### src/rtl/fc_class_pkg.sv
// fc_class_pkg: shared defaults, pipeline depth and FSM state encoding for
// the final classification frame controller and its argmax tree.
// Configuration macro: FC_CLASS_SIGNED_EN (signed score comparison).
package fc_class_pkg;

   // Default frame geometry: ten FC-layer scores of 16 bits each.
   localparam int NUM_CLASS_DEF = 10;
   localparam int DW_DEF        = 16;
   localparam int IW_DEF        = 4;

   // Register stages inside the argmax tree (launch to tree valid).
   localparam int LAT = 3;

   // The tree is built over a fixed 16-leaf footprint; unused leaves are
   // marked absent so they can never win a comparison.
   localparam int TREE_LEAVES = 16;

   // Controller state encoding.
   typedef logic [1:0] state_t;
   localparam state_t COLLECT = 2'd0;
   localparam state_t RUN     = 2'd1;
   localparam state_t DONE    = 2'd2;

endpackage

### src/rtl/fc_class_ctrl_argmax_tree.sv
// class_argmax_tree: pairwise compare tree over NUM_CLASS scores with three
// register stages and a valid bit carried alongside. Ties keep the lower
// index because the right-hand candidate only wins on strictly greater.
// Configuration macro: FC_CLASS_SIGNED_EN selects a two's-complement compare.
module class_argmax_tree
   import fc_class_pkg::*;
#(
   parameter int NUM_CLASS = NUM_CLASS_DEF,
   parameter int DW        = DW_DEF,
   parameter int IW        = IW_DEF
) (
   input  logic                    clk,
   input  logic                    rst,
   input  logic                    in_valid,
   input  logic [NUM_CLASS*DW-1:0] in_scores,
   output logic                    out_valid,
   output logic [IW-1:0]           out_index,
   output logic [DW-1:0]           out_value
);

   // Right candidate replaces left only when present and strictly greater.
   function automatic logic right_wins(input logic          l_ok,
                                       input logic [DW-1:0] l_val,
                                       input logic          r_ok,
                                       input logic [DW-1:0] r_val);
      logic gt;
`ifdef FC_CLASS_SIGNED_EN
      gt = $signed(r_val) > $signed(l_val);
`else
      gt = r_val > l_val;
`endif
      return r_ok && (!l_ok || gt);
   endfunction

   logic [TREE_LEAVES*DW-1:0] padded;

   logic [DW-1:0] l0_val [TREE_LEAVES];
   logic [IW-1:0] l0_idx [TREE_LEAVES];
   logic          l0_ok  [TREE_LEAVES];

   logic [DW-1:0] l1_val [8];
   logic [IW-1:0] l1_idx [8];
   logic          l1_ok  [8];

   logic [DW-1:0] l2_val [4];
   logic [IW-1:0] l2_idx [4];
   logic          l2_ok  [4];

   logic [DW-1:0] s1_val [4];
   logic [IW-1:0] s1_idx [4];
   logic          s1_ok  [4];

   logic [DW-1:0] l3_val [2];
   logic [IW-1:0] l3_idx [2];
   logic          l3_ok  [2];

   logic [DW-1:0] s2_val [2];
   logic [IW-1:0] s2_idx [2];
   logic          s2_ok  [2];

   logic [LAT-1:0] vld_pipe;

   assign padded = (TREE_LEAVES*DW)'(in_scores);

   // Spread the flat score bus into leaves, flagging leaves beyond NUM_CLASS.
   always_comb begin
      for (int i = 0; i < TREE_LEAVES; i++) begin
         l0_val[i] = padded[i*DW +: DW];
         l0_idx[i] = IW'(i);
         l0_ok[i]  = (i < NUM_CLASS);
      end
   end

   // First two compare levels (16 -> 8 -> 4) ahead of the first register.
   always_comb begin
      for (int i = 0; i < 8; i++) begin
         if (right_wins(l0_ok[2*i], l0_val[2*i], l0_ok[2*i+1], l0_val[2*i+1])) begin
            l1_val[i] = l0_val[2*i+1];
            l1_idx[i] = l0_idx[2*i+1];
         end else begin
            l1_val[i] = l0_val[2*i];
            l1_idx[i] = l0_idx[2*i];
         end
         l1_ok[i] = l0_ok[2*i] | l0_ok[2*i+1];
      end
      for (int i = 0; i < 4; i++) begin
         if (right_wins(l1_ok[2*i], l1_val[2*i], l1_ok[2*i+1], l1_val[2*i+1])) begin
            l2_val[i] = l1_val[2*i+1];
            l2_idx[i] = l1_idx[2*i+1];
         end else begin
            l2_val[i] = l1_val[2*i];
            l2_idx[i] = l1_idx[2*i];
         end
         l2_ok[i] = l1_ok[2*i] | l1_ok[2*i+1];
      end
   end

   // Stage 1 register: four surviving candidates.
   always_ff @(posedge clk or posedge rst) begin
      if (rst) begin
         for (int i = 0; i < 4; i++) begin
            s1_val[i] <= '0;
            s1_idx[i] <= '0;
            s1_ok[i]  <= 1'b0;
         end
      end else begin
         for (int i = 0; i < 4; i++) begin
            s1_val[i] <= l2_val[i];
            s1_idx[i] <= l2_idx[i];
            s1_ok[i]  <= l2_ok[i];
         end
      end
   end

   // Third compare level (4 -> 2).
   always_comb begin
      for (int i = 0; i < 2; i++) begin
         if (right_wins(s1_ok[2*i], s1_val[2*i], s1_ok[2*i+1], s1_val[2*i+1])) begin
            l3_val[i] = s1_val[2*i+1];
            l3_idx[i] = s1_idx[2*i+1];
         end else begin
            l3_val[i] = s1_val[2*i];
            l3_idx[i] = s1_idx[2*i];
         end
         l3_ok[i] = s1_ok[2*i] | s1_ok[2*i+1];
      end
   end

   // Stage 2 register: two surviving candidates.
   always_ff @(posedge clk or posedge rst) begin
      if (rst) begin
         for (int i = 0; i < 2; i++) begin
            s2_val[i] <= '0;
            s2_idx[i] <= '0;
            s2_ok[i]  <= 1'b0;
         end
      end else begin
         for (int i = 0; i < 2; i++) begin
            s2_val[i] <= l3_val[i];
            s2_idx[i] <= l3_idx[i];
            s2_ok[i]  <= l3_ok[i];
         end
      end
   end

   // Stage 3 register: final compare (2 -> 1) lands directly in the outputs.
   always_ff @(posedge clk or posedge rst) begin
      if (rst) begin
         out_index <= '0;
         out_value <= '0;
      end else if (right_wins(s2_ok[0], s2_val[0], s2_ok[1], s2_val[1])) begin
         out_index <= s2_idx[1];
         out_value <= s2_val[1];
      end else begin
         out_index <= s2_idx[0];
         out_value <= s2_val[0];
      end
   end

   // Valid shadow pipeline; reset flushes any launch in flight.
   always_ff @(posedge clk or posedge rst) begin
      if (rst) begin
         vld_pipe <= '0;
      end else begin
         vld_pipe <= {vld_pipe[LAT-2:0], in_valid};
      end
   end

   assign out_valid = vld_pipe[LAT-1];

endmodule

### src/rtl/fc_class_ctrl.sv
// fc_class_ctrl: collects one frame of FC-layer scores from a valid/ready
// stream, runs a pipelined argmax over the buffered frame and presents the
// winning class index and score with a valid/ready handshake.
// Configuration macro: FC_CLASS_SIGNED_EN (signed score comparison).
module fc_class_ctrl
   import fc_class_pkg::*;
#(
   parameter int NUM_CLASS = NUM_CLASS_DEF,
   parameter int DW        = DW_DEF,
   parameter int IW        = IW_DEF
) (
   input  logic          clk,
   input  logic          rst,
   input  logic          in_valid,
   output logic          in_ready,
   input  logic [DW-1:0] in_data,
   input  logic          in_last,
   output logic          out_valid,
   input  logic          out_ready,
   output logic [IW-1:0] out_index,
   output logic [DW-1:0] out_value,
   output logic          busy,
   output logic          err_len
);

   localparam logic [IW-1:0] LAST_SLOT = IW'(NUM_CLASS - 1);

   state_t                  state;
   logic [IW-1:0]           cnt;
   logic [NUM_CLASS*DW-1:0] scores;
   logic                    run_first;
   logic                    launch;
   logic                    accept;
   logic                    tree_valid;
   logic [IW-1:0]           tree_index;
   logic [DW-1:0]           tree_value;

   assign in_ready = (state == COLLECT) && !rst;
   assign accept   = in_valid && in_ready;
   assign busy     = (state != COLLECT) || (cnt != '0);

   // Score buffer: each accepted beat lands in the slot for its class.
   always_ff @(posedge clk or posedge rst) begin
      if (rst) begin
         scores <= '0;
      end else if (accept) begin
         scores[int'(cnt)*DW +: DW] <= in_data;
      end
   end

   // Frame FSM, beat counter, launch pulse, error pulse and result registers.
   always_ff @(posedge clk or posedge rst) begin
      if (rst) begin
         state     <= COLLECT;
         cnt       <= '0;
         run_first <= 1'b0;
         launch    <= 1'b0;
         out_valid <= 1'b0;
         out_index <= '0;
         out_value <= '0;
         err_len   <= 1'b0;
      end else begin
         err_len   <= 1'b0;
         run_first <= 1'b0;
         launch    <= run_first;
         case (state)
            COLLECT: begin
               if (accept) begin
                  if (cnt == LAST_SLOT) begin
                     cnt       <= '0;
                     state     <= RUN;
                     run_first <= 1'b1;
                     err_len   <= !in_last;
                  end else if (in_last) begin
                     cnt     <= '0;
                     err_len <= 1'b1;
                  end else begin
                     cnt <= cnt + 1'b1;
                  end
               end
            end
            RUN: begin
               if (tree_valid) begin
                  out_index <= tree_index;
                  out_value <= tree_value;
                  out_valid <= 1'b1;
                  state     <= DONE;
               end
            end
            DONE: begin
               if (out_ready) begin
                  out_valid <= 1'b0;
                  state     <= COLLECT;
               end
            end
            default: begin
               state <= COLLECT;
            end
         endcase
      end
   end

   class_argmax_tree #(
      .NUM_CLASS (NUM_CLASS),
      .DW        (DW),
      .IW        (IW)
   ) u_tree (
      .clk       (clk),
      .rst       (rst),
      .in_valid  (launch),
      .in_scores (scores),
      .out_valid (tree_valid),
      .out_index (tree_index),
      .out_value (tree_value)
   );

endmodule

### config.mk
export PLATFORM = sky130hd
export DESIGN_NAME = fc_class_ctrl
export DESIGN_NICKNAME = d
export VERILOG_FILES = /design/src/rtl/fc_class_pkg.sv /design/src/rtl/fc_class_ctrl_argmax_tree.sv /design/src/rtl/fc_class_ctrl.sv
export SDC_FILE = /design/constraint.sdc
export NUM_CORES = 1
export LEC_CHECK = 0
export CORE_AREA = 2 2 146 254
export CTS_CLUSTER_DIAMETER = 100
export DETAILED_ROUTE_END_ITERATION = 8
export DIE_AREA = 0 0 148 256
export PLACE_DENSITY = 0.66
export SYNTH_ARGS = -nofsm -noshare
export SYNTH_HDL_FRONTEND = slang
export SYNTH_SLANG_ARGS = --single-unit
### constraint.sdc
create_clock -name clk -period 10.3 [get_ports clk]
set_input_delay 1.545 -clock clk [delete_from_list [all_inputs] [get_ports clk]]
set_output_delay 1.545 -clock clk [all_outputs]
set_load 0.1 [all_outputs]
==> impl_metrics.yaml <==
timing:
  final.min_clock_period_ns: 5.333
  setup_tns_ns: 0
  setup_viol: 0
  whs_ns: 0.3501
  slew_viol_final: 0
  hold_viol_final: 0
  slew-limit-headroom_pct: 21.11
  rsz0062_at_grt: "false"
  tightest_slew_ns: 1.182
  clock.fmax_mhz: 187.5
  skew_ns: 0.01898
  fin_crit_sh_pct: 51.78
worst_setup_path:
  start_kind: "register"
  path_cells: "inv_1 > ha_1 > nand4_1 > nor2_2 > nand2b_1 > nand2_1 > o221a_2 > inv_1 > ha_1 > nor2b_1 > o211ai_1 > a21oi_1 > o31ai_1 > a21o_1 > mux2_2"
  path_max_fanout: 18
  cp_top_family: "simple AND/OR/NAND/NOR gates"
  worstSetupStartpoint: "scores[7]"
  critical_path_class: "register to register"
  worstReg2RegStart: "scores[7]"
  critical_path_arrival_ns: 5.79
  crit_cells: 15
  endpoint_kind: "register"
  critPathBufInv: 2
  crit_path_top_delay_cell: "nor2_2"
  required_ns: 10.75
  slowest_delay_ns: 0.98
  reg2reg_depth: 15
finish:
  fill_cells: 3353
  layout-drive-gt1-share_pct: 12.28
  nets: 1942
  area_delta_synth_final_pct: 10.56
drt:
  ant_nets: 0
  vias: 13060
  firstDrtPassIters: 6
  wl_mm: 46.73
  drt_iter0_markers: 802
  wire_per_inst_um: 20.65
  drc: 0
  via_per_inst: 5.770
logic_synthesis:
  synth-seq-cells: 304
  synth_warnings: 0
  synth.most_common_cell: "nand2_1"
  yosys.area.top_type_share_pct: 44.88
  ys_seq_area_share_pct: 44.88
  synth_edf_count: 0
  syn_inst: 1762
  synth_commonest_cells: "nand2_1 (357), dfrtp_1 (304), inv_1 (171)"
  yosysUniqueCellTypes: 65
  synth_largest_area_cell: "dfrtp_1"
  synth_area_mm2: 0.01695
  synthesis.nets: 1931
  avgSynthCellArea_um2: 9.619
  synthArstFlopShare_pct: 100.0
  synth_top_flop_cell: "dfrtp_1"
  synthTopCellsByArea: "dfrtp_1 (45%), ha_1 (11%), nand2_1 (7.9%), mux2_2 (6.9%), o21ai_0 (4.3%)"
grt:
  first_global_vias: 13200
  grt-ovfl-total: 0
  grt_antenna_before_repair: 1
  grtUsageTotal_pct: 25.30
  grt_pass1_wl_mm: 74.44
  grt_start_max_net_pins: 117
floorplanning:
  die_h_um: 256
  core_area_mm2: 0.03591
  io_pins: 45
  start_util_pct: 47.19
  dieWidth_um: 148
  die-area_mm2: 0.03789
  fp-row-count: 92
power:
  peakVddDrop_mv: 0.3020
  leakage_nw: 8.590
  fin_total_pwr_mw: 4.686
  power_density_mw_per_mm2: 250.1
clock_network:
  cts.htree.levels: 1
  cts_setup_buffers: 0
  cts-hold-fix-buffers: 0
  ctsLongestPathBuffers: 3
  clkLatencyLatePin_ns: 0.58
  clkSlewWorstSetupHoldPaths_ns: 0.06
  cts.sinks: 304
  ctsResizeCount: 0
  cts_tree: "yes"
  cts-root-buf: "clkbuf_16"
  cts-buffers-inserted: 29
run:
  cap_violations: 0
status:
  status: "finished clean"
place:
  gp_congestion: 0.9302
  dp_hpwl_mm: 35.07
  portBuffers: 44
min_path:
  hold_path.class: "register to register"
  holdPathStages: 0
  hold_path.startpoint: "u_tree.s1_val[28]"
-- final timing paths --
kind	to	slack (ns)
max	u_tree.s1_val[51]	4.97
min	u_tree.s2_val[12]	0.35
max reg2reg	u_tree.s1_val[51]	4.97
min reg2reg	u_tree.s2_val[12]	0.35
max in group asynchronous	u_tree.out_index[0]	6.57
min in group asynchronous	state[1]	1.55
-- where the power goes --
part / switching (mW) / leakage, nW / internal [mW]
Combinational: 1.31 / 3.96 / 0.844
Sequential: 0.115 / 4.17 / 1.35
Clock: 0.476 / 0.455 / 0.585
-- metal layers --
metal / track usage, % / part of all wire [%]
met5: 0 / 0
met2: 44.51 / 50
met1: 28.42 / 37
met4: 17.67 / 8.7
met3: 2.442 / 3.8
-- cell families (layout without fill, tap and decap cells) --
logic type	count (synthesis)	count (layout)	share of synthesized area [%]
multiplexers	121	121	7.914
XOR/XNOR	2	2	0.1034
adder cells (fa/ha/maj)	148	148	10.93
AO/OA/AOI/OAI	381	381	15.44
buffers and inverters	262	292	6.090
flip-flops	304	304	44.88
other	1	2	0.02213
AND/OR/NAND/NOR	543	543	14.62
-- placed cells by master, fill, tap and decap left out, types with 3 or more instances in the layout --
cell	instances
mux2_2	104
o31a_1	17
o21a_1	4
dfrtp_1	304
o221a_2	15
o221ai_1	18
a211oi_1	4
clkdlybuf4s50_1	44
buf_4	27
nor3_1	14
or4_1	16
o21ai_1	3
o211ai_1	5
or3_1	5
nor2b_1	18
nor2_1	18
nand2b_1	4
o21ai_0	143
nand3_1	42
and2_1	6
mux2i_1	17
o311ai_0	13
o31ai_1	49
a21oi_1	49
clkbuf_16	29
clkbuf_1	4
ha_1	148
o311ai_2	8
o21bai_1	4
o311ai_1	9
nand2_1	357
clkinv_2	7
inv_1	170
a21o_1	23
nand4_1	30
nor4_1	17
-- state kept, by name, indices dropped and copies added, names as in the netlist --
| register | flops |
|---|---|
| u_tree.out_value | 16 |
| out_value | 16 |
| u_tree.out_index | 4 |
| launch | 1 |
| u_tree.vld_pipe | 3 |
| u_tree.s1_val | 48 |
| err_len | 1 |
| state | 2 |
| cnt | 4 |
| out_index | 4 |
| run_first | 1 |
| out_valid | 1 |
| scores | 160 |
| u_tree.s1_idx | 6 |
| u_tree.s2_val | 32 |
| u_tree.s2_idx | 5 |
-- metrics by stage --
| step | setup WS, ns | utilization [%] | instances | instance area (um2) |
|---|---|---|---|---|
| finish | 4.967 | 52.17 | 2263 | 18740 |
| global route | 4.697 | 52.17 | 2262 | 18740 |
| CTS | 5.047 | 52.17 | 2262 | 18740 |
| detailed placement | 5.080 | 49.59 | 2212 | 17810 |
| global placement | 5.288 | 49.59 | 2212 | 17810 |
| floorplan | 0.3524 | - | 1762 | 16950 |
-- layout make-up --
cell class,instances,area (um2),area share (%)
clock buffers,35,768.2,4.100
well taps,470,588.1,3.138
diodes,1,2.502,0.01335
inverters,171,649.4,3.466
multi-input cells,1196,8323,44.42
clock inverters,15,156.4,0.8347
flip-flops and latches,304,7607,40.60
repair buffers,71,643.1,3.432
No activity file was read; power rests on OpenSTA's default activity.
